**config.mk**
```make
export PLATFORM = sky130hd
export DESIGN_NAME = flex_down_counter_flat
export DESIGN_NICKNAME = d
export VERILOG_FILES = /design/src/rtl/flex_down_counter_if.sv /design/src/rtl/flex_down_counter.sv /design/src/flat_wrapper.sv
export SDC_FILE = /design/constraint.sdc
export NUM_CORES = 1
export LEC_CHECK = 0
export CORE_AREA = 2 2 39 41
export DETAILED_ROUTE_END_ITERATION = 7
export DIE_AREA = 0 0 41 43
export HOLD_SLACK_MARGIN = 0.08
export PLACE_DENSITY = 0.77
export RECOVER_POWER = 100
export SYNTH_ARGS = -nofsm -noshare
export SYNTH_HDL_FRONTEND = slang
export SYNTH_SLANG_ARGS = --single-unit
```
**constraint.sdc**
```tcl
create_clock -name clk -period 3.18 [get_ports clk]
set_clock_uncertainty 0.2 [all_clocks]
set_input_delay 0.318 -clock clk [delete_from_list [all_inputs] [get_ports clk]]
set_output_delay 0.318 -clock clk [all_outputs]
set_load 0.005 [all_outputs]
```
**src/rtl/flex_down_counter_if.sv**
```systemverilog
// Control/status bundle for flex_down_counter: load/count controls in, count and status out.
interface flex_down_counter_if #(
  parameter int NUM_CNT_BITS = 4
);
  logic                    clear;
  logic                    load;
  logic [NUM_CNT_BITS-1:0] load_val;
  logic                    count_enable;
  logic                    auto_reload;
  logic [NUM_CNT_BITS-1:0] count_out;
  logic                    zero_flag;
  logic                    busy;

  modport master (
    output clear, load, load_val, count_enable, auto_reload,
    input  count_out, zero_flag, busy
  );

  modport slave (
    input  clear, load, load_val, count_enable, auto_reload,
    output count_out, zero_flag, busy
  );
endinterface

```
**src/rtl/flex_down_counter.sv**
```systemverilog
// Loadable down-counter/timer with terminal-count pulse and optional periodic auto-reload.
module flex_down_counter #(
  parameter int NUM_CNT_BITS = 4
) (
  input  logic                clk,
  input  logic                n_rst,
  flex_down_counter_if.slave  bus
);
  localparam logic [0:0] ST_IDLE = 1'b0;
  localparam logic [0:0] ST_RUN  = 1'b1;

  logic [0:0]              r_state;
  logic [NUM_CNT_BITS-1:0] r_count;
  logic [NUM_CNT_BITS-1:0] r_reload;
  logic                    r_zero;
  logic                    w_terminal;

  assign w_terminal = (r_count == NUM_CNT_BITS'(1));

  always_ff @(posedge clk or negedge n_rst) begin
    if (!n_rst) begin
      r_state  <= ST_IDLE;
      r_count  <= '0;
      r_reload <= '0;
      r_zero   <= 1'b0;
    end else begin
      r_zero <= 1'b0;
      if (bus.clear) begin
        r_state  <= ST_IDLE;
        r_count  <= '0;
        r_reload <= '0;
      end else if (bus.load) begin
        r_reload <= bus.load_val;
        r_count  <= bus.load_val;
        // A zero load value parks the counter in IDLE without a terminal pulse.
        r_state  <= (bus.load_val != '0) ? ST_RUN : ST_IDLE;
      end else if (r_state == ST_RUN && bus.count_enable) begin
        if (w_terminal) begin
          r_zero <= 1'b1;
          if (bus.auto_reload) begin
            r_count <= r_reload;
          end else begin
            r_count <= '0;
            r_state <= ST_IDLE;
          end
        end else begin
          r_count <= r_count - 1'b1;
        end
      end
    end
  end

  assign bus.count_out = r_count;
  assign bus.zero_flag = r_zero;
  assign bus.busy      = (r_state == ST_RUN);
endmodule

```
**src/flat_wrapper.sv**
```systemverilog
// flat-port wrapper written by rule: the top's interface ports become plain ports
module flex_down_counter_flat 
#(
  parameter int NUM_CNT_BITS = 4
)
  (clk, n_rst, bus_clear, bus_load, bus_load_val, bus_count_enable, bus_auto_reload, bus_count_out, bus_zero_flag, bus_busy);
  flex_down_counter_if #(.NUM_CNT_BITS(NUM_CNT_BITS)) bus_i ();
  input  logic clk;
  input  logic n_rst;
  input wire logic [$bits(bus_i.clear)-1:0] bus_clear;
  input wire logic [$bits(bus_i.load)-1:0] bus_load;
  input wire logic [$bits(bus_i.load_val)-1:0] bus_load_val;
  input wire logic [$bits(bus_i.count_enable)-1:0] bus_count_enable;
  input wire logic [$bits(bus_i.auto_reload)-1:0] bus_auto_reload;
  output wire logic [$bits(bus_i.count_out)-1:0] bus_count_out;
  output wire logic [$bits(bus_i.zero_flag)-1:0] bus_zero_flag;
  output wire logic [$bits(bus_i.busy)-1:0] bus_busy;
  assign bus_i.clear = bus_clear;
  assign bus_i.load = bus_load;
  assign bus_i.load_val = bus_load_val;
  assign bus_i.count_enable = bus_count_enable;
  assign bus_i.auto_reload = bus_auto_reload;
  assign bus_count_out = bus_i.count_out;
  assign bus_zero_flag = bus_i.zero_flag;
  assign bus_busy = bus_i.busy;
  flex_down_counter #(.NUM_CNT_BITS(NUM_CNT_BITS)) u_core (.clk(clk), .n_rst(n_rst), .bus(bus_i));
endmodule
```
# Word level (Yosys, flattened, before mapping)
# Index checks and enable logic that the tools add are counted.
dict set report totals {
  elab_cells 30
  register_bits 10
}
dict set report op_classes {
  add_sub_neg 1
  muxes 17
  reduce_logical 6
  eq_ne 2
}
# operator n
set ops {}
lappend ops {{two-way mux 4 bit} 7}
lappend ops {{two-way mux 1 bit} 10}
lappend ops {{nonzero test 3 bit} 2}
lappend ops {{equality test 4 x 1 -> 1 bit, second input constant} 1}
lappend ops {{nonzero test 4 bit} 1}
lappend ops {{subtractor 4 x 1 -> 4 bit, second input constant} 1}
lappend ops {{!= test 3 bit, second input constant} 1}
lappend ops {{AND reduction 3 bit} 1}
lappend ops {{nonzero test 2 bit} 1}
lappend ops {{logical AND 1 bit} 1}

# Depth between registers and ports, before layout
# Gate-level depths: netlist of the first run.
dict set report logic_depth {
  depth_word 5
  ltp_mapped 6
}

# Worst setup path before layout of the first run
# Ideal clock, no wire load.
dict set report synth_timing {
  path_kind {flip-flop to flip-flop}
  start {register u_core.r_count[1], in the netlist u_core.bus.count_out[1]}
  end {register u_core.r_count[2], in the netlist u_core.bus.count_out[2]}
  t_arrival_ns 1.356
  setup_time_ns 0.092
  path_buffers 0
  slack_ns 1.533
  stages_incl_launch_ff 7
  path_cell_list {dfrtp_1 > inv_1 > ha_1 > nor3b_4 > nand3_2 > o2111a_1 > o31ai_2}
}
dict set report synth_between {
  elab_chain_cells 5
  word_cells_on_any_way 6
}
# item line_no
set synth_lines {}
lappend synth_lines {{start: declaration} flex_down_counter.sv:13} ;# logic [NUM_CNT_BITS-1:0] r_count;
lappend synth_lines {{start signal: assignment} flex_down_counter.sv:34} ;# r_count <= bus.load_val;
lappend synth_lines {{start signal: assignment} flex_down_counter.sv:41} ;# r_count <= r_reload;
lappend synth_lines {{start signal: assignment} flex_down_counter.sv:47} ;# r_count <= r_count - 1'b1;
lappend synth_lines {{subtractor 4 x 1 -> 4 bit / equality test 4 x 1 -> 1 bit (equally long branches)} {flex_down_counter.sv:47, flex_down_counter.sv:18}}
lappend synth_lines {{two-way mux 4 bit (*)} flex_down_counter.sv:38} ;# if (w_terminal) begin
lappend synth_lines {{two-way mux 4 bit (*)} flex_down_counter.sv:37} ;# end else if (r_state == ST_RUN && bus.count_enable) begin
lappend synth_lines {{two-way mux 4 bit (*)} flex_down_counter.sv:32} ;# end else if (bus.load) begin
lappend synth_lines {{two-way mux 4 bit (*)} flex_down_counter.sv:28} ;# if (bus.clear) begin
# Every way passes the cells marked *; elsewhere a longest branch is shown, timed or not. The select of a mux whose other input is x is not followed.
# A chain may end at the register's enable or synchronous reset.

# Worst setup path after layout of the first run
# Same ends and word-level chain as after synthesis.

==> run metrics, run 1 <==
number of I/O pins 16; Pins Over Slew Limit 0; clock root buffer sky130_fd_sc_hd__clkbuf_4; final instance area between 700 and 800 um2; Register-to-Register Setup Slack ~0.95 ns; HPWL after detailed placement around 1000 um; worst setup path category flop to flop; fraction of registers with async set or reset after synthesis 100%; portion of total power attributed to the clock network between 30% and 40%; reported net switching power between 80 and 90 uW; drt initial violations 13; number of nets produced by synthesis 74; count of nets left with antenna violations after detail routing 0; Fmax achieved between 400 and 500 MHz; site row count 14; largest cells by area after synthesis sky130_fd_sc_hd__dfrtp_1 42%, sky130_fd_sc_hd__nor2_1 4.4%, sky130_fd_sc_hd__a21oi_1 4.2%, sky130_fd_sc_hd__ha_1 4.2%, sky130_fd_sc_hd__mux2i_1 3.4%; pin count of the biggest net entering global routing 12; sequence of cells on the critical path inv_1 > ha_1 > nor3b_1 > nand3_2 > o2111a_1 > o31ai_2; type of the most critical hold path input pin to async pin; CTS tree done; count of input and output buffers 15; post-synthesis instance area a little under 600 um2; Static Leakage roughly 0.33 nW; count of buffering cells on the critical path with inverters included 1; post-synth cell types 29; sequential share of the synthesized area between 40 and 50%; fraction of layout instances using a drive strength above 1 a little under 9%; Setup Viol. Count Final 0; Logic pwr share between 20% and 30%; cells on worst reg2reg path 6; most common cell after layout, fill and taps aside sky130_fd_sc_hd__dfrtp_1; Total Power Consumption around 320 uW; wire length on met3 around 65 um; Internal Pwr Total roughly 240 uW; Arr. time, crit path 2.20 ns; number of antenna violations at the first check in global routing 0; die outline width just over 40 um; number of nets at the end of the flow 92; final estimated routing congestion in global placement between 0.7 and 0.8; most area-hungry cell type in the Yosys netlist sky130_fd_sc_hd__dfrtp_1; average wire per cell in the routed design approximately 14 um; yosys warns 0; first-pass GRT wire length 2030 um; critical path required time around 3.2 ns; total of fill cells in the finished design between 100 and 150; number of synthesized register bits 10; origin of the critical flop-to-flop path u_core.bus.count_out[1]; CTS clock-pin slew for the worst setup and hold paths about 0.080 ns; number of buffers inserted during clock tree synthesis 3; worst slew pin tran between 0.9 and 1 ns; standard cell area after detailed placement about 750 um2; Chip Height 43 um; register share of total power about 44%; per-cell via count in the routed design ~5.7; worst reg2reg path endpoint u_core.bus.count_out[2]; switching part of the total a little over a quarter; vias after detailed routing between 500 and 600; quantity of gates resized following cts 0; count of H-tree levels built during CTS 1; status completed; setup TNS 0 ns; number of remaining DRC errors 0; maximum root-to-sink buffer count 2; DRT met1 WL 570 um; Routed Wire Length 1310 um; number of sinks driven by the clock tree 10; Placeable Area around 1400 um2; number of enable-type register cells in the synthesized netlist 0; highest metal layer with signal wires met4; # hold bufs at CTS 0; total die area ~1800 um2; maximum cell stage delay along the critical path between 0.7 and 0.8 ns; Yosys top cell area share between 40% and 50%; pwr/cell area between 400 and 500 nW/um2; post-CTS repair timing setup buffer count 0; type of destination of the critical path flop; metal2 WL between 600 and 700 um; top fanout value on the critical path 8; GRT Residual Overflow 0; worst IR drop on VDD approximately 0.00025 V; number of standard cells after synthesis between 60 and 70; Most used DFF post-synth sky130_fd_sc_hd__dfrtp_1; worst slew margin relative to its limit roughly two fifths; number of global-route vias before repair between 400 and 500; source-to-sink clock delay at the later pin of the worst-skew pair 0.26 ns; initial cell density of the core between 40% and 50%; number of diodes added for antenna fixing 0; count of max-cap constraint violations 0; growth of design area from synthesis to finish 30.2%; Period minus WS final approximately 2.2 ns; cell with the largest stage delay on the worst path sky130_fd_sc_hd__nor3b_1; final worst-path cycle share between 70% and 80%; length of the first detailed-routing pass in iterations 4; RSZ-0062 raised after global routing false; Worst setup SP type flop; CP delay by family, top simple AND/OR/NAND/NOR gates; count of final hold-check violations 0; total global-route track usage roughly 18%; average size of a mapped cell ~9.5 um2; most frequent cells in the layout 10 x sky130_fd_sc_hd__dfrtp_1, 8 x sky130_fd_sc_hd__dlygate4sd3_1, 7 x sky130_fd_sc_hd__nor2_1, 7 x sky130_fd_sc_hd__clkdlybuf4s50_1
[how the worst max path moves through the flow]
| stage | startpoint | endpoint | slack, ns | cells past startpoint |
|---|---|---|---|---|
| final | u_core.bus.count_out[1] | u_core.bus.count_out[2] | 0.95 | 6 |
| after global routing | u_core.bus.count_out[1] | u_core.bus.count_out[0] | 0.80 | 6 |
| after CTS | u_core.bus.count_out[1] | u_core.bus.count_out[2] | 1.35 | 6 |
| after global placement | bus_load | u_core.bus.count_out[2] | 1.34 | 4 |
| after detailed placement | bus_load | u_core.bus.count_out[2] | 1.34 | 4 |
| after floorplan | u_core.bus.count_out[1] | u_core.bus.count_out[2] | 1.53 | 6 |
[cells by family (layout without fill, tap and decap cells)]
family	after synthesis	in the layout	share of synthesized area (%)
flip-flops	10	10	42.3
buffers and inverters	6	23	5.28
AO/OA/AOI/OAI	18	18	21.4
adder cells (fa/ha/maj)	2	2	4.23
AND/OR/NAND/NOR	24	24	23.5
multiplexers	2	2	3.38
[power groups by stage]
| stage | Combinational, mW | Clock [mW] | Sequential (mW) |
|---|---|---|---|
| final | 0.0652 | 0.116 | 0.144 |
| after global routing | 0.0719 | 0.126 | 0.145 |
| after CTS | 0.0689 | 0.118 | 0.145 |
| after detailed placement | 0.0685 | 0 | 0.148 |
| after global placement | 0.0673 | 0 | 0.147 |
| after floorplan | 0.0366 | 0 | 0.146 |
[cells in the mapped netlist (2+ instances only)]
library cell	n
sky130_fd_sc_hd__inv_1	4
sky130_fd_sc_hd__mux2i_1	2
sky130_fd_sc_hd__nand3_1	2
sky130_fd_sc_hd__a21oi_1	5
sky130_fd_sc_hd__o21ai_0	2
sky130_fd_sc_hd__ha_1	2
sky130_fd_sc_hd__nor2_1	7
sky130_fd_sc_hd__nand2_1	5
sky130_fd_sc_hd__o22ai_1	2
sky130_fd_sc_hd__a211oi_1	2
sky130_fd_sc_hd__dfrtp_1	10
sky130_fd_sc_hd__and2_1	2
[through the flow]
stage	setup WS [ns]	std cells	utilization, %	hold WS, ns
after floorplan	1.53	62	-	-0.178
after detailed placement	1.34	91	53.9	0.335
final	0.950	95	55.7	0.236
after global routing	0.803	95	55.7	0.275
after CTS	1.35	95	56.5	0.178
after global placement	1.34	91	53.9	0.319
[per-layer routing]
layer	track usage [%]	up-vias
li1	-	263
met1	23.1	261
met2	26.3	19
met3	4.71	2
met4	10.0	0
met5	0	-
[cell type report]
cell class | count | area (um2) | area share, %
tap | 16 | 20.0 | 2.60
inverter | 4 | 15.0 | 1.95
multi-input combinational | 46 | 299 | 38.8
timing repair buffer | 15 | 150 | 19.5
clock buffer | 4 | 36.3 | 4.71
sequential | 10 | 250 | 32.5
[flip-flops by register name, indices dropped and copies added, names as in the netlist]
signal / count
u_core.bus.zero_flag: 1
u_core.bus.count_out: 4
u_core.r_reload: 4
u_core.bus.busy: 1
Note: power is estimated with default switching activity, not from simulation.
==> run 2: changes to the inputs <==
--- a/config.mk
+++ b/config.mk
@@ -5,11 +5,10 @@
 export SDC_FILE = /design/constraint.sdc
 export NUM_CORES = 1
 export LEC_CHECK = 0
-export CORE_AREA = 2 2 39 41
+export CORE_UTILIZATION = 45
 export DETAILED_ROUTE_END_ITERATION = 7
-export DIE_AREA = 0 0 41 43
 export HOLD_SLACK_MARGIN = 0.08
-export PLACE_DENSITY = 0.77
+export PLACE_DENSITY = 0.78
 export RECOVER_POWER = 100
 export SYNTH_ARGS = -nofsm -noshare
 export SYNTH_HDL_FRONTEND = slang
==> constraint.sdc (replaced) <==
create_clock -name clk -period 2.2 [get_ports clk]
set_clock_uncertainty 0.2 [all_clocks]
set_input_delay 0.22 -clock clk [delete_from_list [all_inputs] [get_ports clk]]
set_output_delay 0.22 -clock clk [all_outputs]
set_load 0.005 [all_outputs]
==> run 2 against run 1 <==
Compared with the run above: via count rose by 2.9%; cell area up 1.8%; utilization is 11 points higher; maximum frequency is 20% higher; sequential cell count stayed put; power grew 47%; clock-buffer cell count unchanged; cell count is 1.1% lower; routed wire length fell by 3.7%; die area shrank 17%; setup slack got worse by 0.61 ns.
==> run metrics, run 2 (synthesized netlist as in run 1, its figures left out) <==
status completed; site row count 12; first-pass GRT wire length between 2000 and 2500 um; initial cell density of the core around half; met1 GRT Util slightly below 30%; Pins Over Slew Limit 0; Arr. time, crit path between 1.5 and 2 ns; number of sinks driven by the clock tree 10; most frequent cells in the layout 10 x sky130_fd_sc_hd__dfrtp_1, 9 x sky130_fd_sc_hd__dlygate4sd3_1, 7 x sky130_fd_sc_hd__nor2_1, 7 x sky130_fd_sc_hd__clkdlybuf4s50_1; setup TNS 0 ns; number of buffers inserted during clock tree synthesis 3; Fmax achieved around 540 MHz; critical path required time 2.17 ns; die outline width approximately 38 um; fraction of layout instances using a drive strength above 1 8.75%; source-to-sink clock delay at the later pin of the worst-skew pair 0.27 ns; Worst setup SP type flop; number of nets at the end of the flow 93; CTS clock-pin slew for the worst setup and hold paths ~0.070 ns; post-CTS repair timing setup buffer count 0; cell with the largest stage delay on the worst path sky130_fd_sc_hd__dfrtp_1; number of diodes added for antenna fixing 0; Static Leakage about 0.34 nW; number of antenna violations at the first check in global routing 0; met2 track utilization from global routing a little over a third; type of destination of the critical path flop; smallest setup slack after layout between 0.3 and 0.4 ns; count of input and output buffers 15; clock root buffer sky130_fd_sc_hd__clkbuf_4; total global-route track usage a little under a quarter; Setup Viol. Count Final 0; vias after detailed routing approximately 560; maximum cell stage delay along the critical path around 0.42 ns; count of H-tree levels built during CTS 1; worst reg2reg path endpoint u_core.bus.count_out[2]; HPWL after detailed placement between 900 and 1000 um; Period minus WS final about 1.9 ns; Placeable Area 1170 um2; pwr/cell area between 600 and 700 nW/um2; total die area approximately 1500 um2; worst IR drop on VDD a little under 0.0004 V; growth of design area from synthesis to finish 32.6%; Chip Height about 38 um; worst slack at placement 0.382 ns; most common cell after layout, fill and taps aside sky130_fd_sc_hd__dfrtp_1; RSZ-0062 raised after global routing false; met3 Resource Use GR 3.49%; length of the first detailed-routing pass in iterations 4; worst slew margin relative to its limit 68.6%; average wire per cell in the routed design 13.5 um; per-cell via count in the routed design 5.97; drt initial violations 21; number of I/O pins 16; Hold Path Depth 2; Register-to-Register Setup Slack between 0.3 and 0.4 ns; sequence of cells on the critical path inv_1 > ha_1 > nor3b_4 > nand3_2 > o2111a_1 > o31ai_1; Total Power Consumption between 400 and 500 uW; count of nets left with antenna violations after detail routing 0; quantity of gates resized following cts 0; origin of the critical flop-to-flop path u_core.bus.count_out[1]; pin count of the biggest net entering global routing 12; top fanout value on the critical path 8; number of remaining DRC errors 0; count of max-cap constraint violations 0; type of the most critical hold path flop to flop; count of final hold-check violations 0; worst setup path category flop to flop; Routed Wire Length around 1300 um; GRT Residual Overflow 0; maximum root-to-sink buffer count 2; most crowded layer after global routing met2; number of global-route vias before repair between 500 and 600; cells on worst reg2reg path 6; final estimated routing congestion in global placement 0.948; final worst-path cycle share a little over four fifths; beginning of the worst hold path u_core.r_reload[0]; CTS tree done; endpoint of the worst hold path u_core.r_reload[0]; worst slew pin tran approximately 0.47 ns
run 2: cell count changes in the layout (fill, tap and decap cells not counted):
cell,before,now
sky130_fd_sc_hd__nor3b_4,0,1
sky130_fd_sc_hd__nor3b_1,1,0
sky130_fd_sc_hd__o31ai_1,0,1
sky130_fd_sc_hd__dlygate4sd3_1,8,9
sky130_fd_sc_hd__o31ai_2,1,0
run 2: metal layers:
metal / vias to the layer above / share of wire [%] / wire length [um]
li1: 266 / - / -
met1: 260 / 47 / 596
met2: 28 / 45 / 564
met3: 7 / 5.1 / 64
met4: 0 / 3.1 / 39
met5: - / 0 / 0
run 2: report_power, final:
group	total [mW]	switching, mW	internal (mW)
Sequential	0.209	0.0140	0.195
Clock	0.172	0.0709	0.101
Combinational	0.0956	0.0448	0.0508
run 2: how the worst max path moves through the flow:
stage	from	end	slack [ns]
2_1_floorplan	u_core.bus.count_out[1]	u_core.bus.count_out[2]	0.55
6_report	u_core.bus.count_out[1]	u_core.bus.count_out[2]	0.34
4_1_cts	u_core.bus.count_out[1]	u_core.bus.count_out[2]	0.36
5_1_grt	u_core.bus.count_out[1]	u_core.bus.count_out[2]	0.20
3_5_place_dp	u_core.bus.count_out[1]	u_core.bus.count_out[2]	0.38
3_3_place_gp	u_core.bus.count_out[1]	u_core.bus.count_out[2]	0.42
run 2: final cells by class:
type / instances / area [um2]
Inverter: 4 / 15.0
Tap cell: 14 / 17.5
Sequential cell: 10 / 250
Fill cell: 101 / 387
Timing Repair Buffer: 16 / 160
Clock buffer: 4 / 36.3
Multi-Input combinational cell: 46 / 305
run 2: what timing repair did:
| action | CTS | global route |
|---|---|---|
| hold endpoints to repair | 10 | 0 |
| setup endpoints to repair | 0 | 0 |
| hold buffers | 1 | 0 |
run 2: through the flow:
step                      utilization (%)  instances  hold WS [ns]  instance area, um2
after global routing                 67.0         94         0.364                 785
after floorplan                         -         62        -0.276                 592
final                                67.0         94         0.341                 785
after CTS                            67.4         94         0.346                 790
after detailed placement             63.5         89         0.328                 743
after global placement               63.5         89         0.322                 743
run 2: worst max-delay path: cells and delay by family, from the launching register on:
kind / cells / cell delay, ns
compound gates: 2 / 0.38
flops: 1 / 0.42
fa+ha+maj: 1 / 0.18
buf+inv: 1 / 0.09
simple gates: 2 / 0.48
==> run 3: changes to the inputs <==
--- a/config.mk
+++ b/config.mk
@@ -5,10 +5,10 @@
 export SDC_FILE = /design/constraint.sdc
 export NUM_CORES = 1
 export LEC_CHECK = 0
-export CORE_UTILIZATION = 45
+export CORE_UTILIZATION = 41
 export DETAILED_ROUTE_END_ITERATION = 7
 export HOLD_SLACK_MARGIN = 0.08
-export PLACE_DENSITY = 0.78
+export PLACE_DENSITY = 0.75
 export RECOVER_POWER = 100
 export SYNTH_ARGS = -nofsm -noshare
 export SYNTH_HDL_FRONTEND = slang
==> constraint.sdc (replaced) <==
create_clock -name clk -period 1.6 [get_ports clk]
set_clock_uncertainty 0.2 [all_clocks]
set_input_delay 0.16 -clock clk [delete_from_list [all_inputs] [get_ports clk]]
set_output_delay 0.16 -clock clk [all_outputs]
set_load 0.005 [all_outputs]
==> run 3 against run 2 <==
Compared with the run above: the run now ends with negative setup slack left; sequential power is 36% higher; utilization is 5.4 points higher; via count is 14% higher; combinational power is 110% higher; critical path type unchanged.
==> run metrics, run 3 (synthesized netlist as in run 1, its figures left out) <==
status finished with violations; violations in the final reports negative setup slack; count of nets left with antenna violations after detail routing 0; worst slew margin relative to its limit between 60% and 70%; met2 track utilization from global routing 36.3%; number of antenna violations at the first check in global routing 0; fraction of layout instances using a drive strength above 1 31.6%; vias after detailed routing 639; number of buffers inserted during clock tree synthesis 3; final estimated routing congestion in global placement 0.848; Placeable Area approximately 1300 um2; number of nets at the end of the flow 109; count of H-tree levels built during CTS 1; Period minus WS final around 1.7 ns; first-pass GRT wire length roughly 2400 um; met3 Resource Use GR under 10%; total global-route track usage roughly a quarter; number of diodes added for antenna fixing 0; worst slew pin tran 0.483 ns; Routed Wire Length approximately 1700 um; total die area 1600 um2; CTS clock-pin slew for the worst setup and hold paths ~0.06 ns; most common cell after layout, fill and taps aside sky130_fd_sc_hd__buf_4; pwr/cell area approximately 690 nW/um2; growth of design area from synthesis to finish 61.1%; CTS tree done; die outline width ~40 um; sequence of cells on the critical path inv_2 > ha_4 > nor3b_4 > buf_6 > buf_6 > nand3b_1 > a21oi_2 > a211oi_2; worst setup path category flop to flop; count of input and output buffers 15; Arr. time, crit path between 1.5 and 2 ns; Fmax achieved around 600 MHz; GRT Residual Overflow 0; number of global-route vias before repair ~540; maximum cell stage delay along the critical path 0.40 ns; count of placed standard cells in the final layout, fillers left out 110; critical path required time approximately 1.5 ns; HPWL after detailed placement between 1000 and 1500 um; number of I/O pins 16; site row count 13; met1 GRT Util around 30%; number of sinks driven by the clock tree 10; maximum root-to-sink buffer count 2; top fanout value on the critical path 5; number of remaining DRC errors 0; initial cell density of the core 44.9%; worst IR drop on VDD between 0.0005 and 0.0006 V; clock root buffer sky130_fd_sc_hd__clkbuf_4; smallest setup slack after layout -0.0713 ns; type of the most critical hold path input pin to flop; most crowded layer after global routing met2; final worst-path cycle share 104%; Chip Height 40.0 um; count of max-cap constraint violations 0; Placed Instances just under 100; count of buffering cells on the critical path with inverters included 3; type of destination of the critical path flop; length of the first detailed-routing pass in iterations 5; drt initial violations 26; most frequent cells in the layout 11 x sky130_fd_sc_hd__buf_4, 10 x sky130_fd_sc_hd__clkdlybuf4s50_1, 9 x sky130_fd_sc_hd__dfrtp_1; count of final hold-check violations 0; Pins Over Slew Limit 0; Setup Viol. Count Final 4; worst slack at placement -0.102 ns; Worst setup SP type flop; pin count of the biggest net entering global routing 11; cell with the largest stage delay on the worst path sky130_fd_sc_hd__dfrtp_1; RSZ-0062 raised after global routing true; CP delay by family, top flip-flops; Static Leakage between 0.4 and 0.5 nW; average wire per cell in the routed design approximately 15 um; per-cell via count in the routed design 5.81; cell mode on critical path sky130_fd_sc_hd__buf_6; source-to-sink clock delay at the later pin of the worst-skew pair 0.27 ns
==> run 3: changes by cell type in the layout (fill, tap and decap cells not counted), sizes merged <==
cell           change
clkdlybuf4s50      +3
dlygate4sd2        +2
clkbuf             +1
buf               +14
dlymetal6s2s       +2
dlygate4sd3        -7
==> run 3: tightest hold or removal path, stage by stage <==
cell and delay, ns:
sky130_fd_sc_hd__clkdlybuf4s50_1 0.43, sky130_fd_sc_hd__nand2_1 0.10, sky130_fd_sc_hd__a21oi_1 0.06
==> run 3: metal layers <==
layer | routed length, um | vias to the layer above
li1 | - | 299
met1 | 703 | 298
met2 | 831 | 40
met3 | 108 | 2
met4 | 10 | 0
met5 | 0 | -
==> run 3: repair_timing <==
item,4_1_cts,5_1_grt
hold buffers,1,0
gates resized for setup,8,10
cloned,0,0
pin swaps,0,5
hold endpoints to repair,10,0
buffers inserted,4,3
endpoints found under the setup margin,8,7
==> run 3: power breakdown <==
| group | internal, mW | total (mW) | switching [mW] |
|---|---|---|---|
| registers | 0.269 | 0.285 | 0.0158 |
| clock network | 0.0870 | 0.174 | 0.0869 |
| logic | 0.113 | 0.202 | 0.0888 |
| total | 0.470 | 0.661 | 0.191 |
==> run 3: path summary, 6_finish.rpt <==
check | slack, ns | end | startpoint | depth (start not counted)
worst min register to register | 0.34 | u_core.r_reload[0] | u_core.r_reload[0] | 2
worst max register to register | -0.07 | u_core.bus.busy | u_core.bus.count_out[1] | 8
min in group asynchronous | 0.60 | u_core.bus.busy | n_rst | 2
worst max-delay path | -0.07 | u_core.bus.busy | u_core.bus.count_out[1] | 8
max in group asynchronous | 0.24 | u_core.bus.count_out[3] | n_rst | 2
worst min-delay path | 0.33 | u_core.r_reload[1] | bus_load_val[1] | 3
==> run 3: metrics by stage <==
step                      util (%)  TNS [ns]  total power, mW  area (um2)  hold WS [ns]
final                         72.4    -0.233            0.661         953         0.327
after detailed placement      61.8    -0.257            0.451         815         0.310
after global placement        61.8   -0.0641            0.448         815         0.308
after global routing          72.4    -0.511            0.700         953         0.359
after floorplan                  -   -0.0425            0.364         594        -0.336
after CTS                     67.0   -0.0371            0.641         883         0.318
==> run 3: area by class of cell <==
cell class / instances / area [um2]
fill: 100 / 364
sequential: 10 / 251
inverter: 4 / 15.0
timing repair buffer: 32 / 287
clock buffer: 3 / 22.5
multi-input combinational: 46 / 359
tap: 15 / 18.8
